### src/rtl/fadd_issue_ctrl_if.sv
`default_nettype none
// +----------------------------------------------------------------------+
// | fadd_issue_ctrl_if                                                   |
// | Request (dispatch) and result (writeback) handshake bundle for the   |
// | FP add issue controller.                                             |
// | Rev 1.0 - initial release                                            |
// +----------------------------------------------------------------------+
interface fadd_issue_ctrl_if #(
   parameter int TAG_W = 5
);
   logic             in_valid;
   logic             in_ready;
   logic             in_sub;
   logic [31:0]      in_x;
   logic [31:0]      in_y;
   logic [TAG_W-1:0] in_tag;
   logic             out_valid;
   logic             out_ready;
   logic [31:0]      out_data;
   logic [TAG_W-1:0] out_tag;

   // dispatch/writeback side
   modport master (
      output in_valid, in_sub, in_x, in_y, in_tag, out_ready,
      input  in_ready, out_valid, out_data, out_tag
   );

   // controller side
   modport slave (
      input  in_valid, in_sub, in_x, in_y, in_tag, out_ready,
      output in_ready, out_valid, out_data, out_tag
   );
endinterface
`default_nettype wire

### src/rtl/fadd_issue_ctrl.sv
`default_nettype none
// +----------------------------------------------------------------------+
// | fadd_issue_ctrl                                                      |
// | Issue, valid/tag tracking and credit-based result buffering around   |
// | the stall-free pipelined FP adder fadd_pipe (also defined here).     |
// | Optional feature macro: FADD_ZERO_BYPASS_EN (exponent-0 operands are |
// | treated as zero and their result substituted at writeback).          |
// | Rev 1.0 - initial release                                            |
// +----------------------------------------------------------------------+

// Fixed-latency single-precision adder: no valid, no stall. Assumes hidden
// bit 1 on every operand; rounds to nearest even; no special-value handling.
module fadd_pipe #(
   parameter int LAT = 2
) (
   input  logic        clk,
   input  logic [31:0] x,
   input  logic [31:0] y,
   output logic [31:0] res
);
   logic        swap;
   logic [31:0] a, b;
   logic [7:0]  ediff;
   logic [25:0] ma, mb;
   logic [26:0] sum;
   logic        s1_sign;
   logic [7:0]  s1_exp;
   logic [26:0] s1_sum;
   logic [4:0]  lz;
   logic [25:0] norm;
   logic [7:0]  exp_n, exp_f;
   logic        rnd, carry;
   logic [22:0] frac;
   logic [31:0] result;
   logic [31:0] dly [2:LAT];

   // align the smaller magnitude to the larger and add/subtract mantissas
   always_comb begin
      swap  = (y[30:0] > x[30:0]);
      a     = swap ? y : x;
      b     = swap ? x : y;
      ediff = a[30:23] - b[30:23];
      ma    = {1'b1, a[22:0], 2'b00};
      mb    = {1'b1, b[22:0], 2'b00} >> ediff;
      sum   = (a[31] ^ b[31]) ? ({1'b0, ma} - {1'b0, mb}) : ({1'b0, ma} + {1'b0, mb});
   end

   // normalise, round and pack the registered sum
   always_comb begin
      lz = 5'd0;
      for (int i = 0; i < 26; i++) begin
         if (s1_sum[i]) lz = 5'(25 - i);
      end
      if (s1_sum[26]) begin
         norm  = {s1_sum[26:2], s1_sum[1] | s1_sum[0]};
         exp_n = s1_exp + 8'd1;
      end else begin
         norm  = s1_sum[25:0] << lz;
         exp_n = s1_exp - {3'b000, lz};
      end
      rnd           = norm[1] & (norm[0] | norm[2]);
      {carry, frac} = {1'b0, norm[24:2]} + {23'd0, rnd};
      exp_f         = exp_n + {7'd0, carry};
      result        = norm[25] ? {s1_sign, exp_f, frac} : 32'd0;
   end

   // two compute stages followed by LAT-2 pure delay stages
   always_ff @(posedge clk) begin
      s1_sign <= a[31];
      s1_exp  <= a[30:23];
      s1_sum  <= sum;
      dly[2]  <= result;
      for (int i = 3; i <= LAT; i++) dly[i] <= dly[i-1];
   end

   assign res = dly[LAT];
endmodule

module fadd_issue_ctrl #(
   parameter int LAT   = 2,
   parameter int DEPTH = 8,
   parameter int TAG_W = 5
) (
   input  logic               clk,
   input  logic               rst,
   input  logic               flush,
   fadd_issue_ctrl_if.slave   bus
);
   localparam int AW = $clog2(DEPTH);
   localparam int OW = AW + 1;
   localparam int CW = $clog2(DEPTH + LAT + 2);

   logic             kill, acc, push, pop;
   logic [31:0]      y_adj;
   logic [31:0]      op_x, op_y;
   logic [LAT:0]     v;
   logic [TAG_W-1:0] tag_p [0:LAT];
   logic [31:0]      res, wr_data;
   logic [CW-1:0]    inflight;
   logic [OW-1:0]    occ;
   logic [AW-1:0]    wr_ptr, rd_ptr;
   logic [31:0]      mem_data [0:DEPTH-1];
   logic [TAG_W-1:0] mem_tag  [0:DEPTH-1];

   assign kill  = rst | flush;
   assign acc   = bus.in_valid & bus.in_ready;
   assign push  = v[LAT] & ~kill;
   assign pop   = bus.out_valid & bus.out_ready;
   assign y_adj = {bus.in_y[31] ^ bus.in_sub, bus.in_y[30:0]};

   // ops still in the adder must already own a FIFO slot
   always_comb begin
      inflight = '0;
      for (int i = 0; i <= LAT; i++) inflight = inflight + CW'(v[i]);
   end

   assign bus.in_ready = ~kill & ((CW'(occ) + inflight) < CW'(DEPTH));

   // operand register: loads on accept, otherwise holds
   always_ff @(posedge clk) begin
      if (acc) begin
         op_x <= bus.in_x;
         op_y <= y_adj;
      end
   end

   // valid/tag pipe mirrors the adder latency and never stalls
   always_ff @(posedge clk) begin
      if (acc) tag_p[0] <= bus.in_tag;
      for (int i = 1; i <= LAT; i++) tag_p[i] <= tag_p[i-1];
      if (kill) v <= '0;
      else      v <= {v[LAT-1:0], acc};
   end

   fadd_pipe #(.LAT(LAT)) u_pipe (
      .clk (clk),
      .x   (op_x),
      .y   (op_y),
      .res (res)
   );

`ifdef FADD_ZERO_BYPASS_EN
   logic [LAT:0] byp;
   logic [31:0]  bval [0:LAT];
   logic         x_zero, y_zero, byp_now;
   logic [31:0]  bval_now;

   // zero operands: the adder cannot represent them, so pick the answer now
   always_comb begin
      x_zero  = (bus.in_x[30:23] == 8'd0);
      y_zero  = (bus.in_y[30:23] == 8'd0);
      byp_now = x_zero | y_zero;
      if (x_zero & y_zero) bval_now = {bus.in_x[31] & y_adj[31], 31'd0};
      else if (y_zero)     bval_now = bus.in_x;
      else                 bval_now = y_adj;
   end

   // bypass flag/value travel beside the valid/tag pipe
   always_ff @(posedge clk) begin
      if (acc) begin
         byp[0]  <= byp_now;
         bval[0] <= bval_now;
      end
      for (int i = 1; i <= LAT; i++) begin
         byp[i]  <= byp[i-1];
         bval[i] <= bval[i-1];
      end
   end

   assign wr_data = byp[LAT] ? bval[LAT] : res;
`else
   assign wr_data = res;
`endif

   // result storage; space is guaranteed by the credit check at issue
   always_ff @(posedge clk) begin
      if (push) begin
         mem_data[wr_ptr] <= wr_data;
         mem_tag[wr_ptr]  <= tag_p[LAT];
      end
   end

   // FIFO pointers and occupancy
   always_ff @(posedge clk) begin
      if (kill) begin
         occ    <= '0;
         wr_ptr <= '0;
         rd_ptr <= '0;
      end else begin
         if (push) wr_ptr <= wr_ptr + AW'(1);
         if (pop)  rd_ptr <= rd_ptr + AW'(1);
         case ({push, pop})
            2'b10:   occ <= occ + OW'(1);
            2'b01:   occ <= occ - OW'(1);
            default: ;
         endcase
      end
   end

   assign bus.out_valid = (occ != '0);
   assign bus.out_data  = bus.out_valid ? mem_data[rd_ptr] : 32'd0;
   assign bus.out_tag   = bus.out_valid ? mem_tag[rd_ptr]  : '0;
endmodule
`default_nettype wire

### src/flat_wrapper.sv
// flat-port wrapper written by rule: the top's interface ports become plain ports
module fadd_issue_ctrl_flat 
#(
   parameter int LAT   = 2,
   parameter int DEPTH = 8,
   parameter int TAG_W = 5
)
  (clk, rst, flush, bus_in_valid, bus_in_sub, bus_in_x, bus_in_y, bus_in_tag, bus_out_ready, bus_in_ready, bus_out_valid, bus_out_data, bus_out_tag);
  fadd_issue_ctrl_if #(.TAG_W(TAG_W)) bus_i ();
  input  logic clk;
  input  logic rst;
  input  logic flush;
  input wire logic [$bits(bus_i.in_valid)-1:0] bus_in_valid;
  input wire logic [$bits(bus_i.in_sub)-1:0] bus_in_sub;
  input wire logic [$bits(bus_i.in_x)-1:0] bus_in_x;
  input wire logic [$bits(bus_i.in_y)-1:0] bus_in_y;
  input wire logic [$bits(bus_i.in_tag)-1:0] bus_in_tag;
  input wire logic [$bits(bus_i.out_ready)-1:0] bus_out_ready;
  output wire logic [$bits(bus_i.in_ready)-1:0] bus_in_ready;
  output wire logic [$bits(bus_i.out_valid)-1:0] bus_out_valid;
  output wire logic [$bits(bus_i.out_data)-1:0] bus_out_data;
  output wire logic [$bits(bus_i.out_tag)-1:0] bus_out_tag;
  assign bus_i.in_valid = bus_in_valid;
  assign bus_i.in_sub = bus_in_sub;
  assign bus_i.in_x = bus_in_x;
  assign bus_i.in_y = bus_in_y;
  assign bus_i.in_tag = bus_in_tag;
  assign bus_i.out_ready = bus_out_ready;
  assign bus_in_ready = bus_i.in_ready;
  assign bus_out_valid = bus_i.out_valid;
  assign bus_out_data = bus_i.out_data;
  assign bus_out_tag = bus_i.out_tag;
  fadd_issue_ctrl #(.LAT(LAT), .DEPTH(DEPTH), .TAG_W(TAG_W)) u_core (.clk(clk), .rst(rst), .flush(flush), .bus(bus_i));
endmodule
### config.mk
export PLATFORM = sky130hd
export DESIGN_NAME = fadd_issue_ctrl_flat
export DESIGN_NICKNAME = d
export VERILOG_FILES = /design/src/rtl/fadd_issue_ctrl_if.sv /design/src/rtl/fadd_issue_ctrl.sv /design/src/flat_wrapper.sv
export SDC_FILE = /design/constraint.sdc
export NUM_CORES = 1
export LEC_CHECK = 0
export CORE_MARGIN = 8
export CORE_UTILIZATION = 40
export DETAILED_ROUTE_END_ITERATION = 10
export GPL_ROUTABILITY_DRIVEN = 0
export GPL_TIMING_DRIVEN = 0
export SYNTH_ARGS = -nofsm -noshare
export SYNTH_HDL_FRONTEND = slang
export SYNTH_SLANG_ARGS = --single-unit
### constraint.sdc
create_clock -name clk -period 10.7 [get_ports clk]
set_input_delay 2.14 -clock clk [delete_from_list [all_inputs] [get_ports clk]]
set_output_delay 2.14 -clock clk [all_outputs]
set_load 0.01 [all_outputs]
==> metrics list <==
- Counting along the longest clock path gives a buffer depth of 3.
* Standard cell area after detailed placement: about 0.027 sq mm
- Transition time at the pin with the least slew margin: 1.142 ns
* Max Freq: 102.7 MHz
* Post-synth top flop: edfxtp_1
- The initial antenna violation count came to 0.
* Post-Syn Area: about 0.024 sq mm
- Fraction of final layout cells sized beyond drive strength 1: ~10%
* Final-report hold violation count: 0
* Destination of the worst register-to-register timing path: u_core.u_pipe.s1_sum[24]
- Synthesis produced a little over 2000 cells.
* Area inside the core boundary: about 0.060 sq mm
- Yosys mapped a number of flops with a built-in enable equal to 365.
- Diode insertion count for antenna repair: 0
- On the critical path, the stage with the largest delay is an instance of clkbuf_1.
- For this configuration, the core starts out at a cell density of between 40% and 50%.
- Prior to clock tree synthesis, the placed netlist has a worst setup slack of ~1.1 ns.
* GRT overflow: 0
* Count of boundary I/O pins: 114
* Worst setup margin: around 0.96 ns
- Clock sink count: about 460
* Result of the run: finished, final reports clean
- Part of the total power dissipated in the clock network: a little under two fifths
- The detail route stage leaves a number of antenna-violating nets equal to 0.
- Reg2reg setup slack: between 0.9 and 1 ns
- A synthesized cell averages roughly 12 sq um.
- Hold Path Origin: u_core.tag_p[0][8]
* Fin crit period: 9.735 ns
- First-pass GRT wire length: between 90 and 100 mm
* Max Transition Viols Final: 0
* Total clock buffers created by CTS: 48
* Number of register bits inferred by synthesis: 459
- STA classifies the critical path endpoint as a register.
- In this design, the stage delay of the slowest critical-path cell is 0.58 ns.
- Proportion of power drawn by flip-flops and latches: between 40% and 50%
- Overall global routing resource usage: between 10% and 20%
* Share of flip-flops with an asynchronous set or reset: 0%
- For hold timing, the worst endpoint is u_core.tag_p[0][13].
* Count of cell types in the netlist: 80
- Final-stage net count: 2381
* Number of iterations in the first detailed-routing pass: 5
* Data arrival time of the worst path: 10.21 ns
- Worst voltage drop across the vdd grid: approximately 0.12 mV
* Share of total power in combinational logic: about 15%
- The Yosys step of the flow raised 0 warnings.
- Summed over all nets, the switching power comes to between 1 and 1.5 mW.
- Post-synthesis net count: ~2200
* Clk Latency, worst-skew pair: roughly 0.6 ns
- The worst setup path is launched from a register.
- After detailed routing, the number of vias per cell comes to 5.640.
- Power per Cell Area: 165.9 mW/mm^2
- Measured against its own limit, the worst slew margin works out to ~23%.
- For this block, the routed nets add up to around 63 mm of wire.
- The routed layout has ~17000 vias.
- The number of gates resized after CTS was 0.
- Skew final: between 0.02 and 0.025 ns
- The tool flagged a number of max-cap violations equal to 0.
* Final count of negative-setup-slack endpoints: 0
* Clock root buffer master: clkbuf_16
* Number of buffers inserted to repair setup after CTS: 0
- The tightest min-delay check is of the register to register type.
- Type of the worst setup path: register to register
- Leakage power: between 9 and 10 nW
* Area enclosed by the die boundary: just under 0.07 sq mm
- In this run switching power makes up between 20% and 30% of total power.
- Summed over all failing endpoints, the final setup total negative slack is 0 ns.
- Depth of the CTS H-tree: 2
* Portion of the clock cycle consumed by the worst path in the final layout: 90.99%
* RSZ-0062 raised after global routing: no
- Average detailed-routed wire length per instance: 20.74 microns
- Post-route cell area: between 0.02 and 0.03 sq mm
* Vias in the first global route: around 17000
* Hpwl dp: approximately 47 mm
- Syn-to-layout area delta: 16.67%
- The worst hold path was traced through 0 stages.
- Sequential cells were found to cover a little over half of the synthesized design area.
* Die outline width: ~260 microns
* Number of remaining DRC errors: 0
- Crit. Startpoint: u_core.op_x[28]
* Largest net degree at the start of global routing: 70
- The worst register-to-register path has a depth of 38.
- Hold buffer count at CTS: 0
- During placement, the flow inserted port buffers numbering roughly 110.
* Worst reg2reg path startpoint: u_core.op_x[28]
* Starting DRC count in detailed routing: between 1000 and 1500
- TritonCTS built the clock tree.
- Clock-pin slew was measured on the worst setup and hold paths at approximately 0.060 ns.
- Largest driver fanout on the critical path: 10
- Required time worst endpoint: ~11 ns
* Total internal power: around 3.4 mW
* Overall die height: between 200 and 300 microns
- Row Count: 90
## area by class of cell
class | instances | area, sq um
Sequential cell | 459 | 12840
Clock buffer | 56 | 1241
Tap cell | 782 | 978.4
Inverter | 108 | 405.4
Clock inverter | 32 | 400.4
Timing Repair Buffer | 127 | 1349
Multi-Input combinational cell | 1356 | 10560
Fill cell | 5357 | 31830
Buffer | 105 | 416.7
## critical path: cells and delay by family (launching register included)
family / cells / cell delay (ns)
xor+xnor: 2 / 0.59
flops: 1 / 0.46
buf+inv: 7 / 2.19
fa+ha+maj: 3 / 0.99
simple gates: 7 / 1.07
compound gates: 19 / 4.34
## cell usage after synthesis, drive strengths merged, types with 28 or more instances
| master | instances | area [sq um] |
|---|---|---|
| nor2 | 195 | 732.0 |
| mux4 | 87 | 1978 |
| xnor2 | 46 | 402.9 |
| xor2 | 28 | 264.0 |
| a211oi | 30 | 230.2 |
| mux2 | 28 | 315.3 |
| buf | 28 | 127.6 |
| a21oi | 121 | 605.6 |
| clkbuf | 77 | 289.0 |
| edfxtp | 365 | 10960 |
| o21ai | 95 | 479.2 |
| nand3 | 45 | 225.2 |
| nor3 | 30 | 150.1 |
| ha | 98 | 1226 |
| mux2i | 104 | 1041 |
| dfxtp | 94 | 1882 |
| inv | 105 | 394.1 |
| nand2 | 143 | 536.8 |
## routing by layer
layer / part of all wire (%) / track usage [%] / up-vias / routed length, microns
li1: - / - / 7958 / -
met1: 42 / 23.19 / 8343 / 26040
met2: 49 / 31.78 / 638 / 31050
met3: 6.4 / 2.678 / 121 / 4009
met4: 2.6 / 5.560 / 0 / 1647
met5: 0 / 0 / - / 0
## cells by family (layout without fill, tap and decap cells)
family / after synthesis / after routing / share of synthesized area [%]
compound gates: 418 / 418 / 11.15
xor+xnor: 74 / 74 / 2.760
fa+ha+maj: 101 / 101 / 5.323
buf+inv: 213 / 428 / 3.402
flops: 459 / 459 / 53.15
mux: 219 / 219 / 13.80
simple gates: 544 / 544 / 10.42
## layout by cell type (no fill, tap or decap), drive strengths merged, types with 17 or more instances in the layout
master	netlist	final
inv	105	106
nand2	143	143
buf	28	42
nand3	45	45
nor2b	23	23
mux2i	104	104
a31oi	17	17
clkinv	3	24
nor3	30	30
xor2	28	28
o21ai	95	95
and2	19	19
and3	18	18
mux4	87	87
clkbuf	77	133
o21bai	19	19
edfxtp	365	365
mux2	28	28
nand4	20	20
a21o	22	22
a211oi	30	30
dfxtp	94	94
clkdlybuf4s50	0	113
nor2	195	195
xnor2	46	46
a21oi	121	121
ha	98	98
## flip-flops by register name, summed over array words and instances, names as in the netlist, named ones only
signal / count
u_core.tag_p: 15
u_core.mem_tag: 40
u_core.wr_ptr: 3
u_core.u_pipe.dly: 32
u_core.occ: 4
u_core.u_pipe.s1_sum: 27
u_core.v: 3
u_core.op_y: 32
u_core.op_x: 32
u_core.u_pipe.s1_sign: 1
u_core.mem_data: 256
u_core.rd_ptr: 3
u_core.u_pipe.s1_exp: 8
## worst max path at each step
| stage | endpoint | slack, ns | cells past startpoint |
|---|---|---|---|
| CTS | u_core.u_pipe.s1_sum[24] | 1.13 | 38 |
| global route | u_core.u_pipe.s1_sum[26] | 0.19 | 39 |
| detailed placement | u_core.u_pipe.s1_sum[24] | 1.15 | 38 |
| global placement | u_core.u_pipe.s1_sum[24] | 1.18 | 36 |
| finish | u_core.u_pipe.s1_sum[24] | 0.96 | 38 |
| floorplan | u_core.u_pipe.s1_sum[24] | 3.01 | 36 |
## power by group through the flow
stage | clock network (mW) | registers (mW) | logic, mW
floorplan | 0 | 2.21 | 0.503
global placement | 0 | 2.26 | 0.697
detailed placement | 0 | 2.27 | 0.703
CTS | 1.76 | 2.24 | 0.706
global route | 1.83 | 2.25 | 0.783
finish | 1.72 | 2.24 | 0.721
## stage by stage
| step | power [mW] | hold WS (ns) | utilization (%) | cells |
|---|---|---|---|---|
| 6_report | 4.677 | 0.3286 | 46.97 | 3025 |
| 5_1_grt | 4.862 | 0.3359 | 46.97 | 3025 |
| 4_1_cts | 4.697 | 0.3314 | 46.97 | 3025 |
| 3_5_place_dp | 2.976 | 0.3171 | 44.24 | 2937 |
| 3_3_place_gp | 2.957 | 0.3161 | 43.78 | 2923 |
| 2_1_floorplan | 2.716 | 0.3096 | - | 2028 |
Note: power is estimated with default switching activity, not from simulation.
